File: src/rtl/addsub_arb_pkg.sv
// Shared definitions for the round-robin adder/subtractor arbiter:
// FSM state type, datapath width, requester limit and an overflow helper.
package addsub_arb_pkg;

    localparam int ADDSUB_W = 4;
    localparam int NREQ_MAX = 8;

    typedef enum logic [1:0] {
        ST_IDLE = 2'd0,
        ST_EXEC = 2'd1,
        ST_RESP = 2'd2
    } state_e;

    // Two's-complement overflow of a 4-bit add (sel=0) or subtract (sel=1).
    function automatic logic signed_ovf(
        input logic [ADDSUB_W-1:0] a,
        input logic [ADDSUB_W-1:0] b,
        input logic [ADDSUB_W-1:0] s,
        input logic                sel
    );
        logic msb_a;
        logic msb_b;
        logic msb_s;
        msb_a = a[ADDSUB_W-1];
        msb_b = b[ADDSUB_W-1];
        msb_s = s[ADDSUB_W-1];
        if (sel)
            return (msb_a != msb_b) && (msb_s != msb_a);
        else
            return (msb_a == msb_b) && (msb_s != msb_a);
    endfunction

endpackage

File: src/rtl/adder_subtractor_4bit.sv
// Shared nibble datapath: S = A + B (sel=0) or S = A + ~B + 1 (sel=1),
// cout is the carry out of that sum (for subtract, 1 = no borrow).
module adder_subtractor_4bit
    import addsub_arb_pkg::*;
(
    input  logic [ADDSUB_W-1:0] a,
    input  logic [ADDSUB_W-1:0] b,
    input  logic                sel,
    output logic [ADDSUB_W-1:0] s,
    output logic                cout
);

    logic [ADDSUB_W-1:0] b_eff;

    // Invert B and inject a carry-in of 1 for subtraction.
    always_comb begin
        b_eff     = b ^ {ADDSUB_W{sel}};
        {cout, s} = (ADDSUB_W+1)'(a) + (ADDSUB_W+1)'(b_eff) + (ADDSUB_W+1)'(sel);
    end

endmodule

File: src/rtl/rr_arbiter.sv
// Combinational round-robin picker: first set request at or above rr_ptr,
// wrapping modulo NREQ. Produces a one-hot grant and its encoded index.
module rr_arbiter
    import addsub_arb_pkg::*;
#(
    parameter int NREQ  = 4,
    parameter int PTR_W = $clog2(NREQ)
) (
    input  logic [NREQ-1:0]  req,
    input  logic [PTR_W-1:0] rr_ptr,
    output logic [NREQ-1:0]  gnt_oh,
    output logic [PTR_W-1:0] gnt_idx
);

    logic             found;
    logic [PTR_W-1:0] idx;

    // Walk the requesters starting at rr_ptr and keep the first hit.
    always_comb begin
        // NOTE: every output of a combinational block is given a default first,
        // so no path leaves it unassigned and no latch is inferred.
        gnt_oh  = '0;
        gnt_idx = '0;
        found   = 1'b0;
        idx     = '0;
        for (int k = 0; k < NREQ; k++) begin
            idx = PTR_W'((int'(rr_ptr) + k) % NREQ);
            if (!found && req[idx]) begin
                found       = 1'b1;
                gnt_oh[idx] = 1'b1;
                gnt_idx     = idx;
            end
        end
    end

endmodule

File: src/rtl/adder_subtractor_arbiter.sv
// Round-robin front end sharing one adder_subtractor_4bit between NREQ
// requesters. FSM IDLE -> EXEC -> RESP, one operation per 3 cycles at best.
// Optional macro ADDSUB_ARB_OVF_EN adds the rsp_ovf signed-overflow output.
module adder_subtractor_arbiter
    import addsub_arb_pkg::*;
#(
    parameter int NREQ = 4
) (
    input  logic                     clk,
    input  logic                     rst_n,
    input  logic [NREQ-1:0]          req_valid,
    output logic [NREQ-1:0]          req_ready,
    input  logic [ADDSUB_W*NREQ-1:0] req_a,
    input  logic [ADDSUB_W*NREQ-1:0] req_b,
    input  logic [NREQ-1:0]          req_sel,
    output logic [NREQ-1:0]          rsp_valid,
    input  logic [NREQ-1:0]          rsp_ready,
    output logic [ADDSUB_W-1:0]      rsp_s,
`ifdef ADDSUB_ARB_OVF_EN
    output logic                     rsp_ovf,
`endif
    output logic                     rsp_cout
);

    localparam int PTR_W = $clog2(NREQ);

    state_e              state_q,    state_d;
    logic [PTR_W-1:0]    rr_ptr_q,   rr_ptr_d;
    logic [PTR_W-1:0]    gnt_q,      gnt_d;
    logic [ADDSUB_W-1:0] op_a_q,     op_a_d;
    logic [ADDSUB_W-1:0] op_b_q,     op_b_d;
    logic                op_sel_q,   op_sel_d;
    logic [ADDSUB_W-1:0] res_s_q,    res_s_d;
    logic                res_cout_q, res_cout_d;

    logic [NREQ-1:0]     arb_oh;
    logic [PTR_W-1:0]    arb_idx;
    logic [ADDSUB_W-1:0] alu_s;
    logic                alu_cout;

    rr_arbiter #(.NREQ(NREQ), .PTR_W(PTR_W)) u_rr_arbiter (
        .req     (req_valid),
        .rr_ptr  (rr_ptr_q),
        .gnt_oh  (arb_oh),
        .gnt_idx (arb_idx)
    );

    adder_subtractor_4bit u_addsub (
        .a    (op_a_q),
        .b    (op_b_q),
        .sel  (op_sel_q),
        .s    (alu_s),
        .cout (alu_cout)
    );

    // Next-state logic: accept the arbiter winner, compute, then hold the result.
    always_comb begin
        state_d    = state_q;
        rr_ptr_d   = rr_ptr_q;
        gnt_d      = gnt_q;
        op_a_d     = op_a_q;
        op_b_d     = op_b_q;
        op_sel_d   = op_sel_q;
        res_s_d    = res_s_q;
        res_cout_d = res_cout_q;
        case (state_q)
            ST_IDLE: begin
                if (|arb_oh) begin
                    for (int i = 0; i < NREQ; i++) begin
                        if (arb_oh[i]) begin
                            op_a_d   = req_a[i*ADDSUB_W +: ADDSUB_W];
                            op_b_d   = req_b[i*ADDSUB_W +: ADDSUB_W];
                            op_sel_d = req_sel[i];
                        end
                    end
                    gnt_d    = arb_idx;
                    rr_ptr_d = (arb_idx == PTR_W'(NREQ-1)) ? '0 : arb_idx + PTR_W'(1);
                    state_d  = ST_EXEC;
                end
            end
            ST_EXEC: begin
                res_s_d    = alu_s;
                res_cout_d = alu_cout;
                state_d    = ST_RESP;
            end
            ST_RESP: begin
                if (rsp_ready[gnt_q]) state_d = ST_IDLE;
            end
            default: state_d = ST_IDLE;
        endcase
    end

    // State and datapath registers with synchronous active-low reset.
    always_ff @(posedge clk) begin
        // NOTE: clocked state uses non-blocking assignments so every flop
        // samples pre-edge values regardless of statement order.
        if (!rst_n) begin
            state_q    <= ST_IDLE;
            rr_ptr_q   <= '0;
            gnt_q      <= '0;
            op_a_q     <= '0;
            op_b_q     <= '0;
            op_sel_q   <= 1'b0;
            res_s_q    <= '0;
            res_cout_q <= 1'b0;
        end else begin
            state_q    <= state_d;
            rr_ptr_q   <= rr_ptr_d;
            gnt_q      <= gnt_d;
            op_a_q     <= op_a_d;
            op_b_q     <= op_b_d;
            op_sel_q   <= op_sel_d;
            res_s_q    <= res_s_d;
            res_cout_q <= res_cout_d;
        end
    end

`ifdef ADDSUB_ARB_OVF_EN
    logic res_ovf_q;

    // Signed overflow captured alongside the result.
    always_ff @(posedge clk) begin
        if (!rst_n)
            res_ovf_q <= 1'b0;
        else if (state_q == ST_EXEC)
            res_ovf_q <= signed_ovf(op_a_q, op_b_q, alu_s, op_sel_q);
    end

    assign rsp_ovf = res_ovf_q;
`endif

    // Handshake outputs; both are forced low throughout a reset cycle.
    always_comb begin
        req_ready = '0;
        rsp_valid = '0;
        if (rst_n && state_q == ST_IDLE) req_ready = arb_oh;
        if (rst_n && state_q == ST_RESP) rsp_valid = NREQ'(1) << gnt_q;
    end

    assign rsp_s    = res_s_q;
    assign rsp_cout = res_cout_q;

endmodule

File: config.mk
export PLATFORM = sky130hd
export DESIGN_NAME = adder_subtractor_arbiter
export DESIGN_NICKNAME = d
export VERILOG_FILES = /design/src/rtl/addsub_arb_pkg.sv /design/src/rtl/adder_subtractor_4bit.sv /design/src/rtl/rr_arbiter.sv /design/src/rtl/adder_subtractor_arbiter.sv
export SDC_FILE = /design/constraint.sdc
export NUM_CORES = 1
export LEC_CHECK = 0
export BUFFER_PORTS_ARGS = -buffer_cell sky130_fd_sc_hd__buf_2
export CAP_MARGIN = 40
export CORE_MARGIN = 5
export CORE_UTILIZATION = 46
export CTS_CLUSTER_DIAMETER = 80
export DETAILED_ROUTE_END_ITERATION = 10
export MAX_ROUTING_LAYER = met4
export PLACE_DENSITY_LB_ADDON = 0.12
export SLEW_MARGIN = 20
export SYNTH_ARGS = -nofsm -noshare
export SYNTH_HDL_FRONTEND = slang
export SYNTH_SLANG_ARGS = --single-unit
File: constraint.sdc
create_clock -name clk -period 3 [get_ports clk]
set_input_delay 0.15 -clock clk [delete_from_list [all_inputs] [get_ports clk]]
set_output_delay 0.15 -clock clk [all_outputs]
set_load 0.01 [all_outputs]
==> results of run 1 <==
-- kinds of logic after synthesis --
group	after synthesis	synth area share [%]
AO/OA/AOI/OAI	73	28.3
XOR/XNOR	7	3.53
adder cells (fa/ha/maj)	10	7.63
buffers and inverters	23	6.47
flip-flops	20	23.0
multiplexers	20	14.5
AND/OR/NAND/NOR	58	16.5
-- power groups by stage --
stage | clock (mW) | sequential (mW) | combinational [mW]
floorplan | 0 | 0.477 | 1.36
global placement | 0 | 0.465 | 1.72
detailed placement | 0 | 0.469 | 1.75
CTS | 0.276 | 0.463 | 1.76
global route | 0.290 | 0.480 | 2.02
finish | 0.273 | 0.463 | 1.82
-- path summary, 6_finish.rpt --
check | start | to | slack [ns]
worst max register to register | register | op_a_q[1] | 0.15
worst min register to register | rsp_s[1] | rsp_s[1] | 0.49
worst min-delay path | req_b[13] | op_b_q[1] | 0.14
worst max-delay path | register | op_a_q[1] | 0.15
-- worst max-delay path, stage by stage (launching register included) --
cell and delay (ns):
sky130_fd_sc_hd__dfxtp_1 0.33, sky130_fd_sc_hd__inv_1 0.06, sky130_fd_sc_hd__ha_1 0.31, sky130_fd_sc_hd__mux4_2 0.51
sky130_fd_sc_hd__buf_4 0.16, sky130_fd_sc_hd__nand2b_2 0.08, sky130_fd_sc_hd__o21ai_0 0.12, sky130_fd_sc_hd__a221o_1 0.36
sky130_fd_sc_hd__o41a_1 0.44, sky130_fd_sc_hd__buf_6 0.18, sky130_fd_sc_hd__o21ai_1 0.14, sky130_fd_sc_hd__a31oi_1 0.05
-- synth_stat cells (all sizes together) --
cell     n  area share [%]
o21ai   27             8.2
nand2   21             5.0
dfxtp   20              23
nor2    15             3.2
mux2i   14             8.1
a21o    12             5.2
a21oi   12             3.5
a31oi   10             4.0
buf      9             3.5
ha       9             6.5
inv      9             1.9
nand2b   6             2.3
clkbuf   4            0.86
mux4     4             5.2
xnor2    4             2.0
a221o    3             1.7
nor3     3            0.86
xor2     3             1.5
a211oi   2            0.86
a221oi   2             1.7
mux2     2             1.3
nand3    2            0.58
nor2b    2            0.72
nor3b    2            0.86
or3b     2             1.0
a2111o   1            0.65
and3     1            0.36
and3b    1            0.50
clkinv   1            0.22
fa       1             1.2
nand3b   1            0.43
nor4     1            0.36
o211ai   1            0.43
o311ai   1            0.50
o41a     1            0.65
o41ai    1            0.94
or3      1            0.36
-- repair_timing --
action / 4_1_cts / 5_1_grt
setup buffers: 0 / 2
endpoints found under the setup margin: 0 / 10
gates resized for setup: 0 / 2
-- area by class of cell --
| class | count | share of cell area, % |
|---|---|---|
| inverters | 10 | 1.71 |
| multi-input cells | 168 | 56.1 |
| clock inverters | 1 | 1.37 |
| well taps | 48 | 2.74 |
| repair buffers | 71 | 17.9 |
| flip-flops and latches | 20 | 18.3 |
| clock buffers | 3 | 1.88 |
-- registers in the layout, indices dropped and copies added (netlist names), named ones only --
name and count:
gnt_q 2, op_a_q 4, op_b_q 4, op_sel_q 1
rr_ptr_q 1, rsp_cout 1, rsp_s 4, state_q 2
-- layer usage --
| layer | global-route usage (%) | part of all wire (%) | vias to the layer above |
|---|---|---|---|
| met2 | 25.2 | 39 | 55 |
| met5 | - | 0 | - |
| met4 | 5.64 | 1.4 | 0 |
| met3 | 2.66 | 5.7 | 4 |
| li1 | - | - | 905 |
| met1 | 26.7 | 54 | 777 |
==> metrics.md, run 1 <==
| Metric | Value |
|---|---|
| Number of cell rows | 22 |
| Pin slew with the least headroom to its limit | 0.596 ns |
| Antenna violations before repair | 0 |
| Worst clock skew | 0.00783 ns |
| Part of the power in combinational logic | 71.2% |
| Num Clock Sinks | 20 |
| Die height | 71.5 um |
| Cell leakage power | roughly 1.1 nW |
| Global-route congestion overflow total | 0 |
| RePlAce Congestion | 0.823 |
| Final #Nets | 330 |
| Average cell area after synthesis | around 8.2 sq um |
| Final clock period utilization by the worst path | 95.2% |
| Maximum vdd drop | 0.498 mV |
| Half-perimeter wire length of the detailed placement result | roughly 3400 um |
| PnR Total Power | about 2.6 mW |
| Total via count after detailed routing | 1741 |
| Routed WL per cell | about 13 um |
| Final Slew Violations | 0 |
| Starting Density | 47.5% |
| Die Footprint | around 5100 sq um |
| Power share of the clock group | 10.7% |
| Area used by sequential logic in the layout | roughly 400 sq um |
| Clock-pin slew on the worst setup and hold paths | about 0.08 ns |
| Post-Place Cell Area | approximately 2100 sq um |
| Cells after Synth | 211 |
| Vias in the first global route | 1637 |
| Number of hold buffers added after cts | 0 |
| Share of cells above drive strength 1 | approximately a third |
| Post-DRT Antenna Nets | 0 |
| Critical path fanouts, max | 18 |
| Flop and latch count out of synthesis | 20 |
| Worst-Skew Late Latency | approximately 0.26 ns |
| Area growth syn-to-layout | 26.0% |
| Number of synthesis warnings | 0 |
| Worst-case headroom to the max-slew limit | 60.2% |
| Minimum setup slack in the final design | ~0.15 ns |
| Setup Slack @ Placement | around 0.13 ns |
| Endpoint kind of the worst setup timing path | register |
| Fmax | 350 MHz |
| Wire length of the first global-routing pass | 7400 um |
| Number of nets in the synthesized netlist | 267 |
| Depth of the most critical reg-to-reg path | 11 |
| Most common cell after layout, fill and taps aside | sky130_fd_sc_hd__buf_2 |
| Final critical path time including I/O delays and setup | 2.85 ns |
| Remaining routing DRC violations | 0 |
| Sequential fraction of design power | 18.1% |
| Post-route setup TNS | 0 ns |
| Buffer type at the clock tree root | sky130_fd_sc_hd__clkbuf_8 |
| Status | finished, final reports clean |
| Quantity of I/O buffers inserted on ports | 58 |
| CTS tree | yes |
| Total inserted antenna cells | 0 |
| GRT Total Usage | between 15 and 20% |
| Launching element type of the critical path | register |
| Floorplan Core Area | 3660 sq um |
| Int Power | 1.43 mW |
| Post-Place Cells | approximately 320 |
| Die Width | between 70 and 80 um |
| Routed wire length | around 4300 um |
| Post-layout utilization of the core | 59.8% |
| Cell depth of the worst hold path | 3 |
| Unique cell type count in the Yosys netlist | 44 |
| Crit path kind | register to register |
| Area of combinational cells with multiple inputs | 1230 sq um |
| Synth Cell Area | 1740 sq um |
| Initial detailed-routing violation count | 64 |
| Post-Route Hold Slack | between 0.1 and 0.15 ns |
| Final setup violating endpoints | 0 |
| CTS Buf Count | 3 |
| Class of the tightest hold or removal check | primary input to register |
| Highest-count cells in the layout ignoring fill and taps | sky130_fd_sc_hd__buf_2 (58), sky130_fd_sc_hd__nand2_1 (20), sky130_fd_sc_hd__dfxtp_1 (20) |
| Sequential element share of the synthesized area | 23.0% |
| Pwr Density | 1170 nW/um^2 |
| Clock Tree Buf Depth | 2 |
| Post-Layout Inst Area | 2190 sq um |
| Count of max-cap constraint violations | 0 |
| Required time of the critical path | roughly 3.2 ns |
| Maximum number of pins on one net before global-route repair | 19 |
| Critical Path AT | 3.01 ns |
| Filler instances | 343 |
| I/O pin total | 59 |
| Vias per std cell | 5.42 |
| Fraction of power spent switching nets | 44.3% |
| Total number of H-tree levels | 1 |
| Switch Pwr | 1.13 mW |
| TritonRoute pass-1 iters | 4 |
| Final Hold Violating Endpoints | 0 |
| Final std cells w/o fill | 321 |
No activity file was read; power rests on OpenSTA's default activity.
==> inputs of run 2 (changes only) <==
--- a/config.mk
+++ b/config.mk
@@ -11,6 +11,7 @@
 export CORE_UTILIZATION = 46
 export CTS_CLUSTER_DIAMETER = 80
 export DETAILED_ROUTE_END_ITERATION = 10
+export GPL_TIMING_DRIVEN = 0
 export MAX_ROUTING_LAYER = met4
 export PLACE_DENSITY_LB_ADDON = 0.12
 export SLEW_MARGIN = 20
==> constraint.sdc (replaced) <==
create_clock -name clk -period 2.4 [get_ports clk]
set_input_delay 0.12 -clock clk [delete_from_list [all_inputs] [get_ports clk]]
set_output_delay 0.12 -clock clk [all_outputs]
set_load 0.01 [all_outputs]
==> run 2 against run 1 <==
  * The flow now finishes with violations (setup timing)
  * Worst setup slack worse by 0.57 ns
  * Via count increased by 6.4%
  * Clock-buffer cell count grew 1
  * Clock power down 7.3%
  * Utilization grew 8.2 points
  * Largest power group unchanged
  * Highest routed layer unchanged
  * Critical endpoint is now op_b_q[2]
  * Power increased by 54%
  * Maximum frequency increased by 1.0%
  * Hold slack lost 0.020 ns
==> metrics.md, run 2 (synthesized netlist as in run 1, its figures left out) <==
| Metric | Value |
|---|---|
| Status | finished, violations left (was finished, final reports clean) |
| Violated checks | setup timing |
| Fraction of power spent switching nets | 45.4% (was 44.3%) |
| Global-route congestion overflow total | 0 (unchanged) |
| Cell with the largest stage delay on the worst path | sky130_fd_sc_hd__mux4_2 (unchanged) |
| RePlAce Congestion | 0.813 (was 0.823) |
| CTS tree | yes (unchanged) |
| Final setup violating endpoints | 18 (was 0) |
| Crit path kind | register to register (unchanged) |
| Launching element type of the critical path | register (unchanged) |
| Sequential fraction of design power | 15.7% (was 18.1%) |
| Vias per std cell | 5.43 (was 5.42) |
| Critical path fanouts, max | 5 (was 18) |
| Routed WL per cell | 14.8 um (was 13.3 um) |
| Worst-case headroom to the max-slew limit | 53.7% (was 60.2%) |
| Floorplan Core Area | 3660 sq um (unchanged) |
| Setup Slack @ Placement | -0.585 ns (was 0.125 ns) |
| Quantity of I/O buffers inserted on ports | 57 (was 58) |
| Switch Pwr | 1.79 mW (was 1.13 mW) |
| Class of the tightest hold or removal check | primary input to register (unchanged) |
| Number of cell rows | 22 (unchanged) |
| Num Clock Sinks | 20 (unchanged) |
| Final critical path time including I/O delays and setup | 2.83 ns (was 2.85 ns) |
| Pin slew with the least headroom to its limit | 0.694 ns (was 0.596 ns) |
| Worst stage delay on the critical path | 0.58 ns (was 0.51 ns) |
| Die Footprint | 5110 sq um (unchanged) |
| Die Width | 71.5 um (unchanged) |
| Worst clock skew | 0.000944 ns (was 0.00783 ns) |
| Worst hold endpoint | op_a_q[3] (was op_b_q[1]) |
| Final #Nets | 350 (was 330) |
| Minimum setup slack in the final design | -0.427 ns (was 0.145 ns) |
| Maximum number of pins on one net before global-route repair | 12 (was 19) |
| Pwr Density | 1580 nW/um^2 (was 1170 nW/um^2) |
| Area growth syn-to-layout | 43.2% (was 26.0%) |
| Half-perimeter wire length of the detailed placement result | 3450 um (was 3420 um) |
| Most common cell after layout, fill and taps aside | sky130_fd_sc_hd__buf_2 (unchanged) |
| Highest-count cells in the layout ignoring fill and taps | sky130_fd_sc_hd__buf_2 (62), sky130_fd_sc_hd__nand2_1 (18), sky130_fd_sc_hd__buf_4 (18), sky130_fd_sc_hd__dfxtp_1 (18), sky130_fd_sc_hd__mux2i_1 (14) (was sky130_fd_sc_hd__buf_2 (58), sky130_fd_sc_hd__nand2_1 (20), sky130_fd_sc_hd__dfxtp_1 (20)) |
| GRT Total Usage | 19.7% (was 18.1%) |
| Cell leakage power | 1.19 nW (was 1.06 nW) |
| Endpoint kind of the worst setup timing path | register (unchanged) |
| Routed wire length | 5040 um (was 4290 um) |
| Cell with the most instances on the worst path | sky130_fd_sc_hd__buf_6 |
| Depth of the most critical reg-to-reg path | 11 (unchanged) |
| Cell family with most CP delay | compound AO/OA/AOI/OAI gates (unchanged) |
| Cell depth of the worst hold path | 3 (unchanged) |
| Worst-Skew Late Latency | 0.25 ns (was 0.26 ns) |
| Post-DRT Antenna Nets | 0 (unchanged) |
| Power share of the clock group | 6.4% (was 10.7%) |
| Required time of the critical path | 2.54 ns (was 3.16 ns) |
| Critical Path AT | 2.97 ns (was 3.01 ns) |
| Clock Tree Buf Depth | 2 (unchanged) |
| Cell Chain, Critical Path | inv_8 > ha_4 > mux4_2 > nand2b_4 > o21ai_4 > a221o_1 > o41a_1 > buf_6 > buf_6 > o21ai_2 > a31oi_1 (was inv_1 > ha_1 > mux4_2 > buf_4 > nand2b_2 > o21ai_0 > a221o_1 > o41a_1 > buf_6 > o21ai_1 > a31oi_1) |
| Setup slack of the most critical reg-to-reg path | -0.43 ns (was 0.15 ns) |
| Clock-pin slew on the worst setup and hold paths | 0.07 ns (was 0.08 ns) |
| CTS Buf Count | 3 (unchanged) |
| RSZ-0062 raised after global routing | yes |
| Post-route setup TNS | -6.03 ns (was 0 ns) |
| I/O pin total | 59 (unchanged) |
| Share of cells above drive strength 1 | 44.4% (was 33.0%) |
| Int Power | 2.15 mW (was 1.43 mW) |
| Number of hold buffers added after cts | 0 (unchanged) |
| Final Hold Violating Endpoints | 0 (unchanged) |
| Wire length of the first global-routing pass | 8100 um (was 7400 um) |
| Total number of H-tree levels | 1 (unchanged) |
| Hold Path Origin | req_a[15] (was req_b[13]) |
| Total inserted antenna cells | 0 (unchanged) |
| Antenna violations before repair | 0 (unchanged) |
| Vias in the first global route | 1764 (was 1637) |
| Part of the power in combinational logic | 77.9% (was 71.2%) |
| Starting Density | 47.5% (unchanged) |
| Maximum vdd drop | 0.594 mV (was 0.498 mV) |
| PnR Total Power | 3.93 mW (was 2.56 mW) |
| Post-Route Hold Slack | 0.116 ns (was 0.137 ns) |
| Remaining routing DRC violations | 0 (unchanged) |
| Count of max-cap constraint violations | 0 (unchanged) |
| Die height | 71.5 um (unchanged) |
| TritonRoute pass-1 iters | 4 (unchanged) |
| R2R Path End | op_b_q[2] (was op_a_q[1]) |
| Total via count after detailed routing | 1852 (was 1741) |
| Final Slew Violations | 0 (unchanged) |
| Fmax | 354 MHz (was 350 MHz) |
| Initial detailed-routing violation count | 54 (was 64) |
| Buffer type at the clock tree root | sky130_fd_sc_hd__clkbuf_8 (unchanged) |
| Final clock period utilization by the worst path | 118% (was 95.2%) |
| Worst path bufs/invs | 3 (unchanged) |
## run 2: routing by layer
layer	GRT usage, %	vias to the layer above	share of wire (%)
met4	2.92	0	0.93
met3	2.95	6	7.8
met5	-	-	0
met1	26.3	856	46
met2	32.2	59	46
li1	-	931	-
## run 2: worst max path at each step
stage / start / to / slack [ns] / cells past startpoint
2_1_floorplan: rr_ptr_q[1] / op_a_q[0] / -0.37 / 12
3_3_place_gp: rr_ptr_q[1] / op_b_q[2] / -0.54 / 12
3_5_place_dp: rr_ptr_q[1] / op_a_q[0] / -0.59 / 10
4_1_cts: register / register / -0.30 / 10
5_1_grt: register / op_b_q[2] / -0.53 / 11
6_report: register / op_b_q[2] / -0.43 / 11
## run 2: area by class of cell
cell class | count | area, sq um
well taps | 48 | 60.1
flip-flops and latches | 20 | 408
repair buffers | 80 | 474
inverters | 10 | 50.0
plain buffers | 11 | 83.8
multi-input cells | 168 | 1360
fillers | 322 | 1170
clock buffers | 4 | 55.1
## run 2: worst min-delay path: stages
cell and delay, ns:
sky130_fd_sc_hd__buf_2 0.09, sky130_fd_sc_hd__nand2_1 0.04, sky130_fd_sc_hd__a31oi_1 0.07
## run 2: metrics by stage
stage                     std cells  utilization, %  area, sq um
after global placement          316            58.0         2120
after CTS                       331            64.2         2350
after detailed placement        316            58.0         2120
after floorplan                 211               -         1780
final                           341            68.0         2490
after global routing            341            68.0         2490
## run 2: power groups by stage
stage	Combinational [mW]	Sequential, mW	Clock, mW
floorplan	1.77	0.605	0
finish	3.06	0.617	0.253
CTS	2.65	0.614	0.257
detailed placement	2.23	0.619	0
global placement	2.20	0.614	0
global route	3.34	0.635	0.270
## run 2: timing repair
item | CTS | global route
setup endpoints to repair | 18 | 18
pin swaps | 11 | 10
gates cloned | 1 | 1
resized for setup | 24 | 20
buffers inserted | 12 | 9
==> inputs of run 3 (changes only) <==
--- a/config.mk
+++ b/config.mk
@@ -7,13 +7,14 @@
 export LEC_CHECK = 0
 export BUFFER_PORTS_ARGS = -buffer_cell sky130_fd_sc_hd__buf_2
 export CAP_MARGIN = 40
-export CORE_MARGIN = 5
+export CORE_MARGIN = 8
 export CORE_UTILIZATION = 46
 export CTS_CLUSTER_DIAMETER = 80
 export DETAILED_ROUTE_END_ITERATION = 10
 export GPL_TIMING_DRIVEN = 0
 export MAX_ROUTING_LAYER = met4
 export PLACE_DENSITY_LB_ADDON = 0.12
+export REMOVE_ABC_BUFFERS = 1
 export SLEW_MARGIN = 20
 export SYNTH_ARGS = -nofsm -noshare
 export SYNTH_HDL_FRONTEND = slang
==> run 3 against run 2 <==
  * Global-route usage decreased by 3.0 points
  * Cell area up 6.8%
  * Register-to-register slack got worse by 0.07 ns
  * The flow still finishes with violations (setup timing)
  * Critical path type unchanged
  * Clock-buffer cell count is the same
  * Combinational power increased by 12%
  * Sequential share of layout area is 1.0 points lower
  * Sequential power shrank 1%
  * Routed wire length is 19% higher
  * Maximum frequency fell by 2.4%
==> metrics.md, run 3 (synthesized netlist as in run 1, its figures left out) <==
| Metric | Value |
|---|---|
| Number of hold buffers added after cts | 0 (unchanged) |
| Num Clock Sinks | 20 (unchanged) |
| Remaining routing DRC violations | 0 (unchanged) |
| Worst-case headroom to the max-slew limit | 55.4% (was 53.7%) |
| Post-Layout Inst Area | 2660 sq um (was 2490 sq um) |
| Status | finished, violations left (unchanged) |
| Routed wire length | 6010 um (was 5040 um) |
| Critical Path AT | 3.05 ns (was 2.97 ns) |
| Die height | 77.5 um (was 71.5 um) |
| Final Slew Violations | 0 (unchanged) |
| Maximum vdd drop | 0.973 mV (was 0.594 mV) |
| Power share of the clock group | 6.0% (was 6.4%) |
| Critical path fanouts, max | 6 (was 5) |
| RePlAce Congestion | 0.859 (was 0.813) |
| Total inserted antenna cells | 0 (unchanged) |
| CTS Buf Count | 3 (unchanged) |
| Pwr Density | 1610 nW/um^2 (was 1580 nW/um^2) |
| Crit path kind | register to register (unchanged) |
| Post-Place Cell Area | 2020 sq um (was 2120 sq um) |
| Floorplan Core Area | 3660 sq um (unchanged) |
| Highest-count cells in the layout ignoring fill and taps | sky130_fd_sc_hd__buf_2 (56), sky130_fd_sc_hd__buf_4 (26), sky130_fd_sc_hd__nand2_1 (18), sky130_fd_sc_hd__dfxtp_1 (18), sky130_fd_sc_hd__mux2i_1 (14) (was sky130_fd_sc_hd__buf_2 (62), sky130_fd_sc_hd__nand2_1 (18), sky130_fd_sc_hd__buf_4 (18), sky130_fd_sc_hd__dfxtp_1 (18), sky130_fd_sc_hd__mux2i_1 (14)) |
| Die Footprint | 6000 sq um (was 5110 sq um) |
| Violated checks | setup timing (unchanged) |
| Final setup violating endpoints | 18 (unchanged) |
| Cell leakage power | 1.24 nW (was 1.19 nW) |
| Launching element type of the critical path | register (unchanged) |
| Switch Pwr | 1.99 mW (was 1.79 mW) |
| Quantity of I/O buffers inserted on ports | 58 (was 57) |
| Area of combinational cells with multiple inputs | 1500 sq um (was 1360 sq um) |
| Clock-pin slew on the worst setup and hold paths | 0.08 ns (was 0.07 ns) |
| Starting Density | 47.5% (unchanged) |
| Final #Nets | 355 (was 350) |
| Worst clock skew | 0.00800 ns (was 0.000944 ns) |
| Wire length of the first global-routing pass | 8400 um (was 8100 um) |
| Total via count after detailed routing | 1958 (was 1852) |
| Number of cell rows | 22 (unchanged) |
| Half-perimeter wire length of the detailed placement result | 3350 um (was 3450 um) |
| TritonRoute pass-1 iters | 4 (unchanged) |
| Post-DRT Antenna Nets | 0 (unchanged) |
| Final critical path time including I/O delays and setup | 2.90 ns (was 2.83 ns) |
| Vias in the first global route | 1755 (was 1764) |
| Initial detailed-routing violation count | 86 (was 54) |
| Antenna violations before repair | 0 (unchanged) |
| Area growth syn-to-layout | 52.9% (was 43.2%) |
| GRT Total Usage | 16.7% (was 19.7%) |
| Endpoint kind of the worst setup timing path | register (unchanged) |
| CTS tree | yes (unchanged) |
| Required time of the critical path | 2.55 ns (was 2.54 ns) |
| PnR Total Power | 4.28 mW (was 3.93 mW) |
| Area used by sequential logic in the layout | 408 sq um (unchanged) |
| Most common cell after layout, fill and taps aside | sky130_fd_sc_hd__buf_2 (unchanged) |
| Count of max-cap constraint violations | 0 (unchanged) |
| Share of cells above drive strength 1 | 47.7% (was 44.4%) |
| Sequential fraction of design power | 14.2% (was 15.7%) |
| I/O pin total | 59 (unchanged) |
| Vias per std cell | 5.66 (was 5.43) |
| Fmax | 345 MHz (was 354 MHz) |
| Filler instances | 286 (was 322) |
| Minimum setup slack in the final design | -0.495 ns (was -0.427 ns) |
| Global-route congestion overflow total | 0 (unchanged) |
| Part of the power in combinational logic | 79.7% (was 77.9%) |
| RSZ-0062 raised after global routing | yes (unchanged) |
| Int Power | 2.30 mW (was 2.15 mW) |
| Total number of H-tree levels | 1 (unchanged) |
| Fraction of power spent switching nets | 46.4% (was 45.4%) |
| Pin slew with the least headroom to its limit | 0.666 ns (was 0.694 ns) |
| Final Hold Violating Endpoints | 0 (unchanged) |
| Maximum number of pins on one net before global-route repair | 13 (was 12) |
| Clock Tree Buf Depth | 2 (unchanged) |
| Routed WL per cell | 17.4 um (was 14.8 um) |
| Buffer type at the clock tree root | sky130_fd_sc_hd__clkbuf_8 (unchanged) |
| Class of the tightest hold or removal check | primary input to register (unchanged) |
| Final clock period utilization by the worst path | 121% (was 118%) |
| Worst-Skew Late Latency | 0.26 ns (was 0.25 ns) |
| Die Width | 77.5 um (was 71.5 um) |
==> run 3: changes by cell type in the layout (fill, tap and decap cells not counted), moves of 3 or more <==
cell / change
sky130_fd_sc_hd__buf_4: +8
sky130_fd_sc_hd__a221o_2: +3
sky130_fd_sc_hd__a221o_1: -3
sky130_fd_sc_hd__buf_2: -6
sky130_fd_sc_hd__o41a_4: +4
sky130_fd_sc_hd__o21ai_1: +3
==> run 3: power by group through the flow <==
stage                     sequential [mW]  clock (mW)  combinational (mW)
after global placement              0.618           0                1.97
after global routing                0.627       0.267                3.64
after CTS                           0.598       0.261                2.72
after floorplan                     0.608           0                1.55
after detailed placement            0.621           0                1.98
final                               0.609       0.259                3.42
==> run 3: what timing repair did <==
| action | 4_1_cts | 5_1_grt |
|---|---|---|
| cloned | 2 | 2 |
| gates resized for setup | 29 | 29 |
| setup endpoints to repair | 18 | 18 |
| pin swaps | 6 | 20 |
| setup buffers | 20 | 15 |
==> run 3: per-stage QoR <==
step           hold slack (ns)  worst slack (ns)  setup TNS (ns)  util (%)  instances
2_1_floorplan            0.241            -0.930          -12.71         -        198
3_3_place_gp             0.393             -1.51          -22.69      55.0        304
3_5_place_dp             0.384             -1.56          -22.49      55.1        304
4_1_cts                  0.114            -0.382           -5.88      65.5        330
5_1_grt                  0.129            -0.551           -8.87      72.7        346
6_report                 0.115            -0.495           -7.59      72.7        346
==> run 3: final cells by class <==
class | instances | share of cell area (%)
multi-input combinational | 172 | 56.2
tap | 48 | 2.26
timing repair buffer | 92 | 22.4
sequential | 20 | 15.3
inverter | 10 | 1.69
clock buffer | 4 | 2.07
==> run 3: final timing paths <==
check / from / endpoint / slack, ns / cells after the start
worst max-delay path: register / op_b_q[2] / -0.50 / 9
worst min-delay path: req_a[14] / op_a_q[2] / 0.12 / 3
worst max register to register: register / op_b_q[2] / -0.50 / 9
worst min register to register: rsp_s[0] / rsp_s[0] / 0.51 / 2
==> run 3: critical path, cell delays in order (launching register included) <==
cell and delay, ns:
sky130_fd_sc_hd__dfxtp_4 0.36, sky130_fd_sc_hd__clkinvlp_4 0.11, sky130_fd_sc_hd__ha_4 0.29, sky130_fd_sc_hd__mux4_2 0.56
sky130_fd_sc_hd__nand2b_4 0.14, sky130_fd_sc_hd__o21ai_4 0.07, sky130_fd_sc_hd__a221o_2 0.42, sky130_fd_sc_hd__o41a_4 0.59
sky130_fd_sc_hd__o21ai_1 0.19, sky130_fd_sc_hd__a31oi_1 0.06
==> run 3: per-layer routing <==
metal | wire length (um) | track usage [%]
met1 | 2580 | 19.7
met2 | 2940 | 27.9
met3 | 379 | 5.41
met4 | 103 | 1.89
met5 | 0 | -
